<file path="src/rtl/boot_sequencer_if.sv">
// Board-side signal bundle of the boot sequencer.
// Inputs : btn_rst_i, sw_fetch_en_i (raw, asynchronous), vio_reset_i,
//          vio_fetch_en_i, soc_status_i (clk_i domain)
// Outputs: soc_rst_no, soc_fetch_en_o, done_o, timeout_o, state_o[2:0]
// The sequencer uses the slave modport; whoever drives the pins uses master.
interface boot_sequencer_if;
  logic       btn_rst_i;
  logic       sw_fetch_en_i;
  logic       vio_reset_i;
  logic       vio_fetch_en_i;
  logic       soc_status_i;
  logic       soc_rst_no;
  logic       soc_fetch_en_o;
  logic       done_o;
  logic       timeout_o;
  logic [2:0] state_o;

  modport master (
    output btn_rst_i, sw_fetch_en_i, vio_reset_i, vio_fetch_en_i, soc_status_i,
    input  soc_rst_no, soc_fetch_en_o, done_o, timeout_o, state_o
  );

  modport slave (
    input  btn_rst_i, sw_fetch_en_i, vio_reset_i, vio_fetch_en_i, soc_status_i,
    output soc_rst_no, soc_fetch_en_o, done_o, timeout_o, state_o
  );
endinterface

</file>
<file path="src/rtl/boot_sequencer.sv">
// Board-level reset/boot controller for the SoC wrapper (soc_clk domain).
// Debounces the reset button and fetch switch, holds the SoC in reset for a
// minimum time, waits a settle period, then enables fetch and watches the
// SoC status line for completion or timeout.
// Ports: clk_i, rst_ni (async active-low) and the board bundle `bus`
//        (boot_sequencer_if.slave); all bus outputs are flops.
module boot_sequencer #(
  parameter int unsigned DebounceCycles   = 20000,
  parameter int unsigned ResetHoldCycles  = 1024,
  parameter int unsigned FetchDelayCycles = 64,
  parameter int unsigned TimeoutCycles    = 32'd16777216
) (
  input  logic             clk_i,
  input  logic             rst_ni,
  boot_sequencer_if.slave  bus
);

  localparam int unsigned CntW = 32;
  localparam int unsigned DbW  = (DebounceCycles > 1) ? $clog2(DebounceCycles) : 1;
  localparam int unsigned NIn  = 2;

  typedef enum logic [2:0] {
    ST_HOLD    = 3'd0,
    ST_SETTLE  = 3'd1,
    ST_IDLE    = 3'd2,
    ST_RUN     = 3'd3,
    ST_DONE    = 3'd4,
    ST_TIMEOUT = 3'd5
  } state_e;

  // Raw inputs: bit 0 = reset button, bit 1 = fetch switch
  logic [NIn-1:0] w_raw;
  logic [NIn-1:0] r_sync1;
  logic [NIn-1:0] r_sync2;
  logic [NIn-1:0] r_deb;
  logic [DbW-1:0] r_db_cnt [NIn];

  logic           w_rst_req;
  logic           w_fetch_req;

  state_e         r_state;
  state_e         w_state_next;
  logic [CntW-1:0] r_cnt;

  logic           r_soc_rst_n;
  logic           r_fetch_en;
  logic           r_done;
  logic           r_timeout;
  logic           w_soc_rst_n_next;
  logic           w_fetch_en_next;
  logic           w_done_next;
  logic           w_timeout_next;

  assign w_raw = {bus.sw_fetch_en_i, bus.btn_rst_i};

  // Two-flop synchroniser followed by a stable-count debouncer per input
  always_ff @(posedge clk_i or negedge rst_ni) begin
    if (!rst_ni) begin
      r_sync1 <= '0;
      r_sync2 <= '0;
      r_deb   <= '0;
      for (int i = 0; i < NIn; i++) r_db_cnt[i] <= '0;
    end else begin
      r_sync1 <= w_raw;
      r_sync2 <= r_sync1;
      for (int i = 0; i < NIn; i++) begin
        if (r_sync2[i] == r_deb[i]) begin
          r_db_cnt[i] <= '0;
        end else if (r_db_cnt[i] == DbW'(DebounceCycles - 1)) begin
          r_deb[i]    <= r_sync2[i];
          r_db_cnt[i] <= '0;
        end else begin
          r_db_cnt[i] <= r_db_cnt[i] + DbW'(1);
        end
      end
    end
  end

  assign w_rst_req   = r_deb[0] | bus.vio_reset_i;
  assign w_fetch_req = r_deb[1] | bus.vio_fetch_en_i;

  // Next-state decode and registered-output decode
  always_comb begin
    w_state_next     = r_state;
    w_soc_rst_n_next = 1'b0;
    w_fetch_en_next  = 1'b0;
    w_done_next      = 1'b0;
    w_timeout_next   = 1'b0;

    // A reset request outside HOLD wins over every other transition
    if (w_rst_req && (r_state != ST_HOLD)) begin
      w_state_next = ST_HOLD;
    end else begin
      case (r_state)
        ST_HOLD: begin
          if (!w_rst_req && (r_cnt >= CntW'(ResetHoldCycles - 1))) w_state_next = ST_SETTLE;
        end
        ST_SETTLE: begin
          if (r_cnt == CntW'(FetchDelayCycles - 1)) w_state_next = ST_IDLE;
        end
        ST_IDLE: begin
          if (w_fetch_req) w_state_next = ST_RUN;
        end
        ST_RUN: begin
          if (bus.soc_status_i) begin
            w_state_next = ST_DONE;
          end else if ((TimeoutCycles != 0) && (r_cnt == CntW'(TimeoutCycles - 1))) begin
            w_state_next = ST_TIMEOUT;
          end else if (!w_fetch_req) begin
            w_state_next = ST_IDLE;
          end
        end
        ST_DONE: begin
          w_state_next = ST_DONE;
        end
        ST_TIMEOUT: begin
          if (bus.soc_status_i) w_state_next = ST_DONE;
        end
        default: begin
          w_state_next = ST_HOLD;
        end
      endcase
    end

    w_soc_rst_n_next = (w_state_next != ST_HOLD);
    w_fetch_en_next  = (w_state_next == ST_RUN) || (w_state_next == ST_DONE) ||
                       (w_state_next == ST_TIMEOUT);
    w_done_next      = (w_state_next == ST_DONE);
    w_timeout_next   = (w_state_next == ST_TIMEOUT);
  end

  // State, shared cycle counter and output flops
  always_ff @(posedge clk_i or negedge rst_ni) begin
    if (!rst_ni) begin
      r_state     <= ST_HOLD;
      r_cnt       <= '0;
      r_soc_rst_n <= 1'b0;
      r_fetch_en  <= 1'b0;
      r_done      <= 1'b0;
      r_timeout   <= 1'b0;
    end else begin
      r_state     <= w_state_next;
      r_soc_rst_n <= w_soc_rst_n_next;
      r_fetch_en  <= w_fetch_en_next;
      r_done      <= w_done_next;
      r_timeout   <= w_timeout_next;
      // Counter restarts on any state change and saturates otherwise
      if (w_state_next != r_state) begin
        r_cnt <= '0;
      end else if (r_cnt != '1) begin
        r_cnt <= r_cnt + CntW'(1);
      end
    end
  end

  assign bus.soc_rst_no     = r_soc_rst_n;
  assign bus.soc_fetch_en_o = r_fetch_en;
  assign bus.done_o         = r_done;
  assign bus.timeout_o      = r_timeout;
  assign bus.state_o        = r_state;

endmodule

</file>
<file path="src/flat_wrapper.sv">
// flat-port wrapper written by rule: the top's interface ports become plain ports
module boot_sequencer_flat 
#(
  parameter int unsigned DebounceCycles   = 20000,
  parameter int unsigned ResetHoldCycles  = 1024,
  parameter int unsigned FetchDelayCycles = 64,
  parameter int unsigned TimeoutCycles    = 32'd16777216
)
  (clk_i, rst_ni, bus_btn_rst_i, bus_sw_fetch_en_i, bus_vio_reset_i, bus_vio_fetch_en_i, bus_soc_status_i, bus_soc_rst_no, bus_soc_fetch_en_o, bus_done_o, bus_timeout_o, bus_state_o);
  boot_sequencer_if bus_i ();
  input  logic clk_i;
  input  logic rst_ni;
  input wire logic [$bits(bus_i.btn_rst_i)-1:0] bus_btn_rst_i;
  input wire logic [$bits(bus_i.sw_fetch_en_i)-1:0] bus_sw_fetch_en_i;
  input wire logic [$bits(bus_i.vio_reset_i)-1:0] bus_vio_reset_i;
  input wire logic [$bits(bus_i.vio_fetch_en_i)-1:0] bus_vio_fetch_en_i;
  input wire logic [$bits(bus_i.soc_status_i)-1:0] bus_soc_status_i;
  output wire logic [$bits(bus_i.soc_rst_no)-1:0] bus_soc_rst_no;
  output wire logic [$bits(bus_i.soc_fetch_en_o)-1:0] bus_soc_fetch_en_o;
  output wire logic [$bits(bus_i.done_o)-1:0] bus_done_o;
  output wire logic [$bits(bus_i.timeout_o)-1:0] bus_timeout_o;
  output wire logic [$bits(bus_i.state_o)-1:0] bus_state_o;
  assign bus_i.btn_rst_i = bus_btn_rst_i;
  assign bus_i.sw_fetch_en_i = bus_sw_fetch_en_i;
  assign bus_i.vio_reset_i = bus_vio_reset_i;
  assign bus_i.vio_fetch_en_i = bus_vio_fetch_en_i;
  assign bus_i.soc_status_i = bus_soc_status_i;
  assign bus_soc_rst_no = bus_i.soc_rst_no;
  assign bus_soc_fetch_en_o = bus_i.soc_fetch_en_o;
  assign bus_done_o = bus_i.done_o;
  assign bus_timeout_o = bus_i.timeout_o;
  assign bus_state_o = bus_i.state_o;
  boot_sequencer #(.DebounceCycles(DebounceCycles), .ResetHoldCycles(ResetHoldCycles), .FetchDelayCycles(FetchDelayCycles), .TimeoutCycles(TimeoutCycles)) u_core (.clk_i(clk_i), .rst_ni(rst_ni), .bus(bus_i));
endmodule
</file>
<file path="config.mk">
export PLATFORM = sky130hd
export DESIGN_NAME = boot_sequencer_flat
export DESIGN_NICKNAME = d
export VERILOG_FILES = /design/src/rtl/boot_sequencer_if.sv /design/src/rtl/boot_sequencer.sv /design/src/flat_wrapper.sv
export SDC_FILE = /design/constraint.sdc
export NUM_CORES = 1
export LEC_CHECK = 0
export CELL_PAD_IN_SITES_DETAIL_PLACEMENT = 1
export CELL_PAD_IN_SITES_GLOBAL_PLACEMENT = 2
export CORE_ASPECT_RATIO = 1.1
export CORE_MARGIN = 2
export CORE_UTILIZATION = 44
export DETAILED_ROUTE_END_ITERATION = 8
export PLACE_DENSITY = 0.94
export RECOVER_POWER = 25
export SETUP_SLACK_MARGIN = 0.02
export SYNTH_ARGS = -nofsm -noshare
export SYNTH_HDL_FRONTEND = slang
export SYNTH_SLANG_ARGS = --single-unit
</file>
<file path="constraint.sdc">
create_clock -name clk_i -period 3.7 [get_ports clk_i]
set_input_delay 0.555 -clock clk_i [delete_from_list [all_inputs] [get_ports clk_i]]
set_output_delay 0.555 -clock clk_i [all_outputs]
set_load 0.02 [all_outputs]
</file>
# == Word-level counts from Yosys, hierarchy flattened ==
# Index checks and enable logic that the tools add are counted.
# Widths: inputs -> output; s select.
# totals
reg_bits,75
inputBits,7
output_inout_bits,7
word_cells,62
# classes
add_sub_neg,3
magnitude_cmp,1
n_eq_ne,16
n_mux,15
bitwise_logic,4
reduce_logical,11
# op_table
op,n
$mux 32,2
$mux 15,4
$add 32x1->32 const B,1
$eq 32x24->1 const B,1
$eq 32x6->1 const B,1
$ge 32x10->1 const B,1
$ne 32x32->1 const B,1
$add 15x1->15 const B,2
$eq 15x15->1 const B,2
$mux 3,8
$pmux 3 s6,1
$eq 3x3->1 const B,4
$eq 3x2->1 const B,3
$reduce_bool 3->1,2
$reduce_and 2->1,2
$eq 3x1->1 const B,1
$logic_not 3->1,1
$ne 3x3->1,1
$eq 1x1->1,2
$logic_and 1x1->1,2
$logic_or 1x1->1,2
$not 1->1,2
$or 1x1->1,2
$reduce_bool 2->1,1
$logic_not 1->1,1

# == Longest topological paths before layout ==
# Gate-level depths: netlist (run 1).
# depth
depth_word,9
ltp_mapped,10
depth_no_buf,7

# == Worst setup path after synthesis (run 1) ==
# OpenSTA, ideal clock, no wires.
# synth_timing
path_kind,register -> register
startpoint,reg u_core.r_cnt[0]
endpoint,reg u_core.r_cnt[24]
setup_ns,0.073
arrival_ns,2.120
t_required_ns,3.627
setup_slack_ns,1.506
path_stages_with_launch,10
path_buffers,2
period_less_slack_ns,2.194
path_cell_list,dfrtp_1 ha_1 and2_1 and4b_1 a2bb2oi_2 nand3_2 or4_1 buf_6 buf_12 a21oi_2
# synth_via
elab_chain_cells,7
word_cells_on_any_way,16
classes_between,add/sub (1); order compare (1); eq/ne (4); mux (8); reduce/logical (2)
# synth_rtl
element,line_no,source
from (decl),boot_sequencer.sv:43,logic [CntW-1:0] r_cnt;
from (signal assigned),boot_sequencer.sv:151,r_cnt <= r_cnt + CntW'(1);
$ge 32x10->1 or $eq 32x24->1 (tied branches),"boot_sequencer.sv:96, boot_sequencer.sv:107",
$logic_and 1x1->1 or $mux 3 (tied branches),"boot_sequencer.sv:96, boot_sequencer.sv:107",
"$mux 3, on equally long branches","boot_sequencer.sv:96, boot_sequencer.sv:105",
$pmux 3 s6,boot_sequencer.sv:94,case (r_state)
$mux 3,boot_sequencer.sv:91,if (w_rst_req && (r_state != ST_HOLD)) begin
$ne 3x3->1,boot_sequencer.sv:148,if (w_state_next != r_state) begin
$mux 32 or $reduce_bool 2->1 (tied branches),n/a,
# Several ways; a longest one is shown, not always the timed one. The select of a mux whose other input is x is not followed.
# A chain may end at the register's enable or synchronous reset.

# == Worst setup path in the final report (run 1) ==
# layout_timing
startpoint,reg u_core.r_cnt[0]
endpoint,reg u_core.r_cnt[19]
# Same word-level chain as after synthesis.

==> out/metrics.cfg, run 1 <==
[sta]
fmax_achieved_mhz = 353
max_slew_margin_pct = -21.3
finalCriticalPeriod_ns = 2.83
grt_setup_unrepaired = no
timing.hold.ws_ns = 0.353
final_hold_viol_count = 0
worst_slew_pin_slew_ns = 1.82
clock_skew_ns = 0.0106
fin_ws_ns = 0.867
number_of_setup_violations_in_the_final_report = 0
min_period_over_period_pct = 76.6
slew_violations = 76
final.setup.tns_ns = 0

[routing]
vias_after_detailed_routing = 2847
drt_pre_antenna_iters = 4
routedWlPerCell_um = 16.0
route.antenna.remaining_nets = 0
post-route-drc-count = 0
detail_route.wirelength_um = 8170
routed_via_density = 5.57
detailedRoute.firstIterationViolations = 65

[final_layout]
layout_area_overhead_pct = 8.69
finish.net_count = 403
antenna_cells = 0
layout.filler_cells = 990
stdcell_count = 511
finalCoreUtilization_pct = 48.9
drive_above_1_share_pct = 14.6
postLayoutCellArea_um2 = 4320

[floorplanning]
placement_rows = 36
die_area_um2 = 9810
area_of_the_core_region_um2 = 8830
boundaryPins = 14
floorplan.initialDensity_pct = 45.0
die_w_um = 94.6
dieHeight_um = 104

[global_routing]
pin_count_of_the_biggest_net_entering_global_routing = 76
first_global_vias = 3007
grt_remaining_overflow = 0
antenna_found_initial = 0
grt_first_pass_wirelength_um = 13900
globalRouteTotalUtil_pct = 17.8

[logic_synthesis]
synth.yosys.seq_area_share_pct = 47.2
post-synth-top-area-fraction_pct = 47.2
yosysWarningCount = 0
yosys.area.top_type = sky130_fd_sc_hd__dfrtp_1
synth_nets = 393
ys_ff_latch = 75
postSynthAreaPerCell_um2 = 10.4
synth_cells = 383
netlist_area_pre_place_um2 = 3970
synthDistinctLibCells = 45
post_synth_main_area_contributors = sky130_fd_sc_hd__dfrtp_1, sky130_fd_sc_hd__xor2_1, sky130_fd_sc_hd__a21oi_2

[pwr]
p_sw_uw = 512
share_clk_of_total_power_pct = 34.7
netSwitchingFraction_pct = 28.3
sequentialPowerShare_pct = 50.4
cellInternalPower_mw = 1.30
report.power.total_mw = 1.81
power-per-cell-area_nw_per_um2 = 419
maximum_ir_drop_on_the_vdd_rail_v = 0.000308
power.leakage_nw = 1.81
power.combinational.fraction_pct = 14.9

[cts]
cts.htree.levels = 3
path_clk_slew_ns = 0.08
postCtsSetupRepairBufs = 0
clk_path_buf_depth = 2
tritoncts = done
cts_sinks = 75
ctsRootBufferMaster = sky130_fd_sc_hd__clkbuf_8
cts_repair_resize_count = 0
later_pin_clock_latency_in_the_skew_report_ns = 0.34
postCtsHoldBufs = 0
cts-buffers-inserted = 9

[setup_path]
criticalPathCategory = reg -> reg
critPathSlowestCell = sky130_fd_sc_hd__or4_2
critical_path.startpoint_type = flip-flop
critPathArrivalTime_ns = 3.10
timing.critical_path.required_ns = 3.97
crit_path_max_incr_delay_ns = 0.63
critPathMaxFanout = 32
worstSetupEndpointType = flip-flop
worstPathCellList = ha_1 -> and2_1 -> nand3_1 -> o21ai_1 -> nand3_2 -> or4_2 -> buf_4 -> a21oi_1

[min_path]
hp-class = reg -> reg

[placed_design]
io_buffers = 13
gpl.final_weighted_congestion = 0.887
dpl.hpwl_um = 5450
place_worst_setup_slack_ns = 0.764
place_area_um2 = 4130
numPlacedInstances = 496

[job]
maxCapViolCount = 1

[status]
failing_checks = capacitance limit, slew limit
result_of_the_run = finished with violations

[sequential cells by signal, summed over array words and instances, names as in the netlist]
register	cells
u_core.r_sync2	2
u_core.bus.timeout_o	1
u_core.bus.soc_fetch_en_o	1
u_core.r_db_cnt	30
u_core.r_deb	2
u_core.bus.state_o	3
u_core.bus.done_o	1
u_core.bus.soc_rst_no	1
u_core.r_sync1	2
u_core.r_cnt	32
[cell type report]
class                      count  area [um^2]  share of cell area, %
multi-input combinational    286         1940                   44.9
clock inverter                 2         35.0                  0.811
tap                          114          143                   3.30
inverter                       5         18.8                  0.435
timing repair buffer          16          148                   3.42
clock buffer                  13          159                   3.68
sequential                    75         1880                   43.5
[metal layers]
layer | part of all wire [%] | track usage [%] | routed length (um) | up-vias
met1 | 45 | 21.5 | 3670 | 1431
met5 | 0 | 0 | 0 | -
met3 | 2.6 | 4.80 | 210 | 7
met2 | 51 | 30.6 | 4200 | 27
met4 | 1.2 | 5.18 | 96 | 0
li1 | - | - | - | 1382
[worst max-delay path, delay by kind of cell, from the launching register on]
kind	cells	cell delay [ns]
flops	1	0.41
simple gates	4	1.42
compound gates	2	0.40
buf+inv	1	0.31
fa+ha+maj	1	0.20
[logic make-up after synthesis]
| group | synth area share, % |
|---|---|
| muxes | 1.32 |
| xor gates and xnor gates | 12.1 |
| DFF | 47.2 |
| adders and majority gates | 0.945 |
| AOI/OAI and AO/OA | 9.92 |
| buffers and inverters | 4.00 |
| and+or+nand+nor | 24.4 |
[synth_stat cells, drive strengths merged]
cell and instances:
dfrtp 75, nor2 46, xor2 42, a21oi 35
nand3 29, nand4 23, nand2 19, and3 13
xnor2 13, buf 11, nor3 11, nor4 10
and4 8, clkbuf 6, inv 5, nand2b 5
ha 3, mux2i 3, o21ai 3, and2 2
and4b 2, mux2 2, nand4b 2, nor3b 2
nor4b 2, a21o 1, a2bb2oi 1, a311oi 1
a31oi 1, o211ai 1, o21a 1, o21bai 1
o221ai 1, o22ai 1, o32a 1, or4 1
[cells in the final DEF, fill, tap and decap left out, types with 11 or more instances in the layout]
cell	count
sky130_fd_sc_hd__nand4_1	23
sky130_fd_sc_hd__xnor2_1	13
sky130_fd_sc_hd__nand3_1	27
sky130_fd_sc_hd__a21oi_2	30
sky130_fd_sc_hd__nand2_1	19
sky130_fd_sc_hd__xor2_1	42
sky130_fd_sc_hd__clkbuf_8	11
sky130_fd_sc_hd__dfrtp_1	75
sky130_fd_sc_hd__nor2_1	46
sky130_fd_sc_hd__and3_1	13
[power by group through the flow]
stage	registers (mW)	logic, mW	clock network (mW)
6_report	0.912	0.270	0.628
5_1_grt	0.919	0.298	0.688
4_1_cts	0.911	0.276	0.649
3_5_place_dp	0.928	0.274	0
3_3_place_gp	0.922	0.266	0
2_1_floorplan	0.921	0.238	0
[worst paths after layout]
check	cells past startpoint	start	slack, ns	end
worst max-delay path	8	u_core.r_cnt[0]	0.87	u_core.r_cnt[19]
worst min-delay path	0	u_core.r_sync1[1]	0.35	u_core.r_sync2[1]
worst max register to register	8	u_core.r_cnt[0]	0.87	u_core.r_cnt[19]
worst min register to register	0	u_core.r_sync1[1]	0.35	u_core.r_sync2[1]
max in group asynchronous	1	rst_ni	1.92	u_core.r_cnt[7]
min in group asynchronous	1	rst_ni	0.70	u_core.r_db_cnt[21]
(Power assumes the default switching activity.)
==> inputs of run 2 (changes only) <==
CORE_UTILIZATION = 37   (was 44)
PLACE_DENSITY = 0.85   (was 0.94)
clock period = 2.4 ns   (was 3.7 ns; I/O delays follow)
==> out/metrics.cfg, run 2 (synthesized netlist as in run 1, its figures left out) <==
[status]
result_of_the_run = completed

[routing]
drt_pre_antenna_iters = 4
routed_via_density = 5.22
post-route-drc-count = 0
routedWlPerCell_um = 16.4
detailedRoute.firstIterationViolations = 68
vias_after_detailed_routing = 3027
route.antenna.remaining_nets = 0
detail_route.wirelength_um = 9500

[setup_path]
critPathSlowestCell = sky130_fd_sc_hd__dfrtp_1
worst-path-buf-inv = 4
crit-reg2reg-launch = u_core.r_cnt[15]
crit_path_frequent_cell = sky130_fd_sc_hd__buf_4
critical_path.startpoint_type = flip-flop
worstPathCellList = buf_4 -> and4_4 -> nand4_1 -> nor3_2 -> and3_4 -> buf_4 -> o211ai_1 -> buf_4 -> clkbuf_16 -> a21oi_1
criticalPathCategory = reg -> reg
reg2regPathDepth = 10
worstSetupEndpointType = flip-flop
crit_path_max_incr_delay_ns = 0.36
critPathArrivalTime_ns = 2.63
worst-r2r-setup-slack_ns = 0.03
timing.critical_path.required_ns = 2.66
critPathTopFamily = simple AND/OR/NAND/NOR gates
critPathMaxFanout = 16
regToRegEndpoint = u_core.r_cnt[18]

[sta]
worst_slew_pin_slew_ns = 1.16
finalCriticalPeriod_ns = 2.37
slew_violations = 0
clock_skew_ns = 0.00541
timing.hold.ws_ns = 0.252
final_hold_viol_count = 0
fmax_achieved_mhz = 422
number_of_setup_violations_in_the_final_report = 0
max_slew_margin_pct = 22.7
min_period_over_period_pct = 98.7
grt_setup_unrepaired = yes

[pwr]
sequentialPowerShare_pct = 39.6
report.power.total_mw = 3.53
share_clk_of_total_power_pct = 44.8
cellInternalPower_mw = 2.61
power.leakage_nw = 2.11
power.combinational.fraction_pct = 15.6
p_sw_uw = 922
power-per-cell-area_nw_per_um2 = 722
maximum_ir_drop_on_the_vdd_rail_v = 0.000482
netSwitchingFraction_pct = 26.1

[global_routing]
pin_count_of_the_biggest_net_entering_global_routing = 46
antenna_found_initial = 0
first_global_vias = 3355
grt_first_pass_wirelength_um = 15900
globalRouteTotalUtil_pct = 17.5
grt_remaining_overflow = 0

[cts]
path_clk_slew_ns = 0.06
clk_path_buf_depth = 2
ctsRootBufferMaster = sky130_fd_sc_hd__clkbuf_16
cts_sinks = 75
later_pin_clock_latency_in_the_skew_report_ns = 0.33
tritoncts = done
cts.htree.levels = 3
cts-buffers-inserted = 9
postCtsHoldBufs = 0

[min_path]
hp-class = in -> async

[final_layout]
multi_input_comb_area_um2 = 1960
largest_register_ffs = 32
layout.filler_cells = 1189
layout_area_overhead_pct = 23.0
area.sequential_um2 = 1880
antenna_cells = 0
final_cell_mix = sky130_fd_sc_hd__dfrtp_1, sky130_fd_sc_hd__nor2_1, sky130_fd_sc_hd__xor2_1
drive_above_1_share_pct = 24.3
finish.net_count = 442
largest-register = u_core.r_cnt
most_frequent_standard_cell_in_the_layout_excluding_fill_and_tap_cells = sky130_fd_sc_hd__dfrtp_1

[placed_design]
dpl.hpwl_um = 6180
io_buffers = 13
gpl.final_weighted_congestion = 0.839

[floorplanning]
floorplan.initialDensity_pct = 38.0
boundaryPins = 14
placement_rows = 39
die_w_um = 103
area_of_the_core_region_um2 = 10400
die_area_um2 = 11600
dieHeight_um = 113

[job]
maxCapViolCount = 0

==> run 2: changes by cell type in the layout (fill, tap and decap cells not counted), sizes merged <==
cell	previous run	this run
bufinv	1	3
clkinv	1	3
buf	3	41
clkbuf	14	12
dlygate4sd3	2	0
clkdlybuf4s50	10	12
==> run 2: per-layer routing <==
layer	vias up	share of wire [%]	global-route usage, %
met1	1546	45	21.7
met5	-	0	0
met4	0	1.1	5.00
met3	8	2.4	4.42
li1	1455	-	-
met2	18	51	29.9
==> run 2: final cells by class <==
cell class	instances	share of cell area [%]
Inverter	5	0.384
Tap cell	143	3.66
Timing Repair Buffer	55	10.1
Clock inverter	6	2.31
Sequential cell	75	38.4
Clock buffer	10	4.89
Multi-Input combinational cell	286	40.2
==> run 2: power by group through the flow <==
stage	Combinational, mW	Sequential (mW)	Clock [mW]
global placement	0.488	1.41	0
detailed placement	0.504	1.42	0
CTS	0.561	1.40	1.62
floorplan	0.367	1.42	0
global route	0.610	1.41	1.68
finish	0.551	1.40	1.58
==> run 2: worst max-delay path by stage <==
stage                      from  slack (ns)               end  depth (start not counted)
6_report       u_core.r_cnt[15]        0.03  u_core.r_cnt[18]                         10
2_1_floorplan   u_core.r_cnt[0]        0.21  u_core.r_cnt[24]                          9
5_1_grt        u_core.r_cnt[20]       -0.07  u_core.r_cnt[18]                         10
4_1_cts        u_core.r_cnt[21]        0.07  u_core.r_cnt[18]                          8
3_5_place_dp    bus_vio_reset_i       -0.15  u_core.r_cnt[18]                          7
3_3_place_gp    bus_vio_reset_i       -0.07  u_core.r_cnt[18]                          8
==> run 2: per-stage QoR <==
step | area [um^2] | setup WS, ns | instances | setup TNS (ns) | utilization, %
floorplan | 3970 | 0.206 | 383 | 0 | -
global placement | 4440 | -0.0695 | 558 | -1.76 | 42.5
detailed placement | 4440 | -0.153 | 558 | -3.90 | 42.5
CTS | 4830 | 0.0717 | 576 | 0 | 46.3
global route | 4880 | -0.0717 | 580 | -1.37 | 46.8
finish | 4880 | 0.0306 | 580 | 0 | 46.8
==> run 2: timing repair <==
item	4_1_cts	5_1_grt
cloned	1	1
resized for setup	3	7
pin swaps	1	7
buffers inserted	1	3
endpoints found under the setup margin	32	32
==> inputs of run 3 (changes only) <==
REMOVE_ABC_BUFFERS = 1   (was default)
==> out/metrics.cfg, run 3 (synthesized netlist as in run 1, its figures left out) <==
[sta]
clock_skew_ns = 0.00530
grt_setup_unrepaired = no
final_hold_viol_count = 0
fmax_achieved_mhz = 447
worst_slew_pin_slew_ns = 1.05
max_slew_margin_pct = 29.7
slew_violations = 0
finalCriticalPeriod_ns = 2.24
number_of_setup_violations_in_the_final_report = 0
min_period_over_period_pct = 93.2

[pwr]
report.power.total_mw = 3.37
power-per-cell-area_nw_per_um2 = 703
power.leakage_nw = 2.06
maximum_ir_drop_on_the_vdd_rail_v = 0.000463

[setup_path]
critPathMaxFanout = 18
critPathArrivalTime_ns = 2.50
timing.critical_path.required_ns = 2.67
critical_path.startpoint_type = flip-flop
criticalPathCategory = reg -> reg
worstSetupEndpointType = flip-flop

[placed_design]
io_buffers = 13
gpl.final_weighted_congestion = 0.798
numPlacedInstances = 557
dpl.hpwl_um = 6180

[final_layout]
antenna_cells = 0
stdcell_count = 573
drive_above_1_share_pct = 22.3
layout_area_overhead_pct = 20.6
final_cell_mix = sky130_fd_sc_hd__dfrtp_1, sky130_fd_sc_hd__nor2_1, sky130_fd_sc_hd__xor2_1
largest-register = u_core.r_cnt
most_frequent_standard_cell_in_the_layout_excluding_fill_and_tap_cells = sky130_fd_sc_hd__dfrtp_1
largest_register_ffs = 32
finish.net_count = 436

[cts]
path_clk_slew_ns = 0.06
cts-buffers-inserted = 9
postCtsHoldBufs = 0
clk_path_buf_depth = 2
later_pin_clock_latency_in_the_skew_report_ns = 0.34
tritoncts = done
ctsRootBufferMaster = sky130_fd_sc_hd__clkbuf_16
cts_sinks = 75
cts.htree.levels = 3

[global_routing]
grt_remaining_overflow = 0
globalRouteTotalUtil_pct = 17.5
first_global_vias = 3263
pin_count_of_the_biggest_net_entering_global_routing = 40
grt_first_pass_wirelength_um = 15800
antenna_found_initial = 0

[floorplanning]
dieHeight_um = 113
boundaryPins = 14
die_w_um = 103
placement_rows = 39
die_area_um2 = 11600
area_of_the_core_region_um2 = 10400
floorplan.initialDensity_pct = 38.0

[routing]
drt_pre_antenna_iters = 4
routedWlPerCell_um = 16.1
route.antenna.remaining_nets = 0
vias_after_detailed_routing = 2999
routed_via_density = 5.23
detailedRoute.firstIterationViolations = 126
detail_route.wirelength_um = 9230
post-route-drc-count = 0

[min_path]
hp-class = in -> async

[status]
result_of_the_run = completed

[job]
maxCapViolCount = 0

run 3: cell types whose count changed in the layout (fill, tap and decap cells not counted), sizes merged:
cell	before	now
inv	5	6
clkinvlp	0	1
clkinv	3	2
buf	41	36
clkbuf	12	10
bufinv	3	2
run 3: report_power, final:
| part | total (mW) | internal (mW) | switching (mW) | leakage (nW) |
|---|---|---|---|---|
| combinational | 0.528 | 0.213 | 0.315 | 0.880 |
| clock | 1.44 | 0.907 | 0.535 | 0.152 |
| sequential | 1.40 | 1.33 | 0.0622 | 1.03 |
run 3: repair_timing:
action	in CTS	in global routing
setup endpoints to repair	32	32
pin swaps	2	0
buffers inserted	1	0
gates resized for setup	2	7
run 3: critical path: stages (launching register included):
cell and delay, ns:
sky130_fd_sc_hd__dfrtp_1 0.38, sky130_fd_sc_hd__ha_1 0.23, sky130_fd_sc_hd__and2_1 0.20, sky130_fd_sc_hd__and4b_1 0.23, sky130_fd_sc_hd__a2bb2oi_2 0.15, sky130_fd_sc_hd__nand3_2 0.10
sky130_fd_sc_hd__or4_4 0.53, sky130_fd_sc_hd__buf_12 0.19, sky130_fd_sc_hd__a21oi_1 0.15
run 3: area by class of cell:
cell class | count | area (um^2)
fill | 1208 | 5650
multi-input combinational | 286 | 1960
sequential | 75 | 1880
timing repair buffer | 49 | 440
clock buffer | 9 | 225
tap | 143 | 179
clock inverter | 6 | 90.1
inverter | 5 | 18.8
run 3: worst paths after layout:
| kind | startpoint | cells after the start | end | slack (ns) |
|---|---|---|---|---|
| worst max-delay path | u_core.r_cnt[0] | 8 | u_core.r_cnt[18] | 0.16 |
| worst min-delay path | rst_ni | 1 | u_core.r_sync2[1] | 0.20 |
| worst max register to register | u_core.r_cnt[0] | 8 | u_core.r_cnt[18] | 0.16 |
| worst min register to register | u_core.r_sync1[1] | 0 | u_core.r_sync2[1] | 0.36 |
| max in group asynchronous | rst_ni | 2 | u_core.r_cnt[0] | 1.45 |
| min in group clk_i | u_core.r_sync1[1] | 0 | u_core.r_sync2[1] | 0.36 |
run 3: metal layers:
metal / vias up / routed length [um] / track usage [%]
met5: - / 0 / 0
met4: 0 / 125 / 5.26
met2: 24 / 4600 / 29.1
met3: 11 / 243 / 5.35
met1: 1518 / 4250 / 21.6
li1: 1446 / - / -
run 3: per-stage QoR:
stage	worst slack (ns)	instance area [um^2]	util, %	hold WS (ns)	setup TNS [ns]
finish	0.162	4790	45.9	0.203	0
floorplan	-1.39	3830	-	0.0644	-41.38
global placement	-0.0993	4430	42.4	0.347	-2.34
CTS	0.0217	4760	45.6	0.00823	0
detailed placement	-0.236	4430	42.4	0.343	-5.66
global route	0.0353	4790	45.9	0.274	0
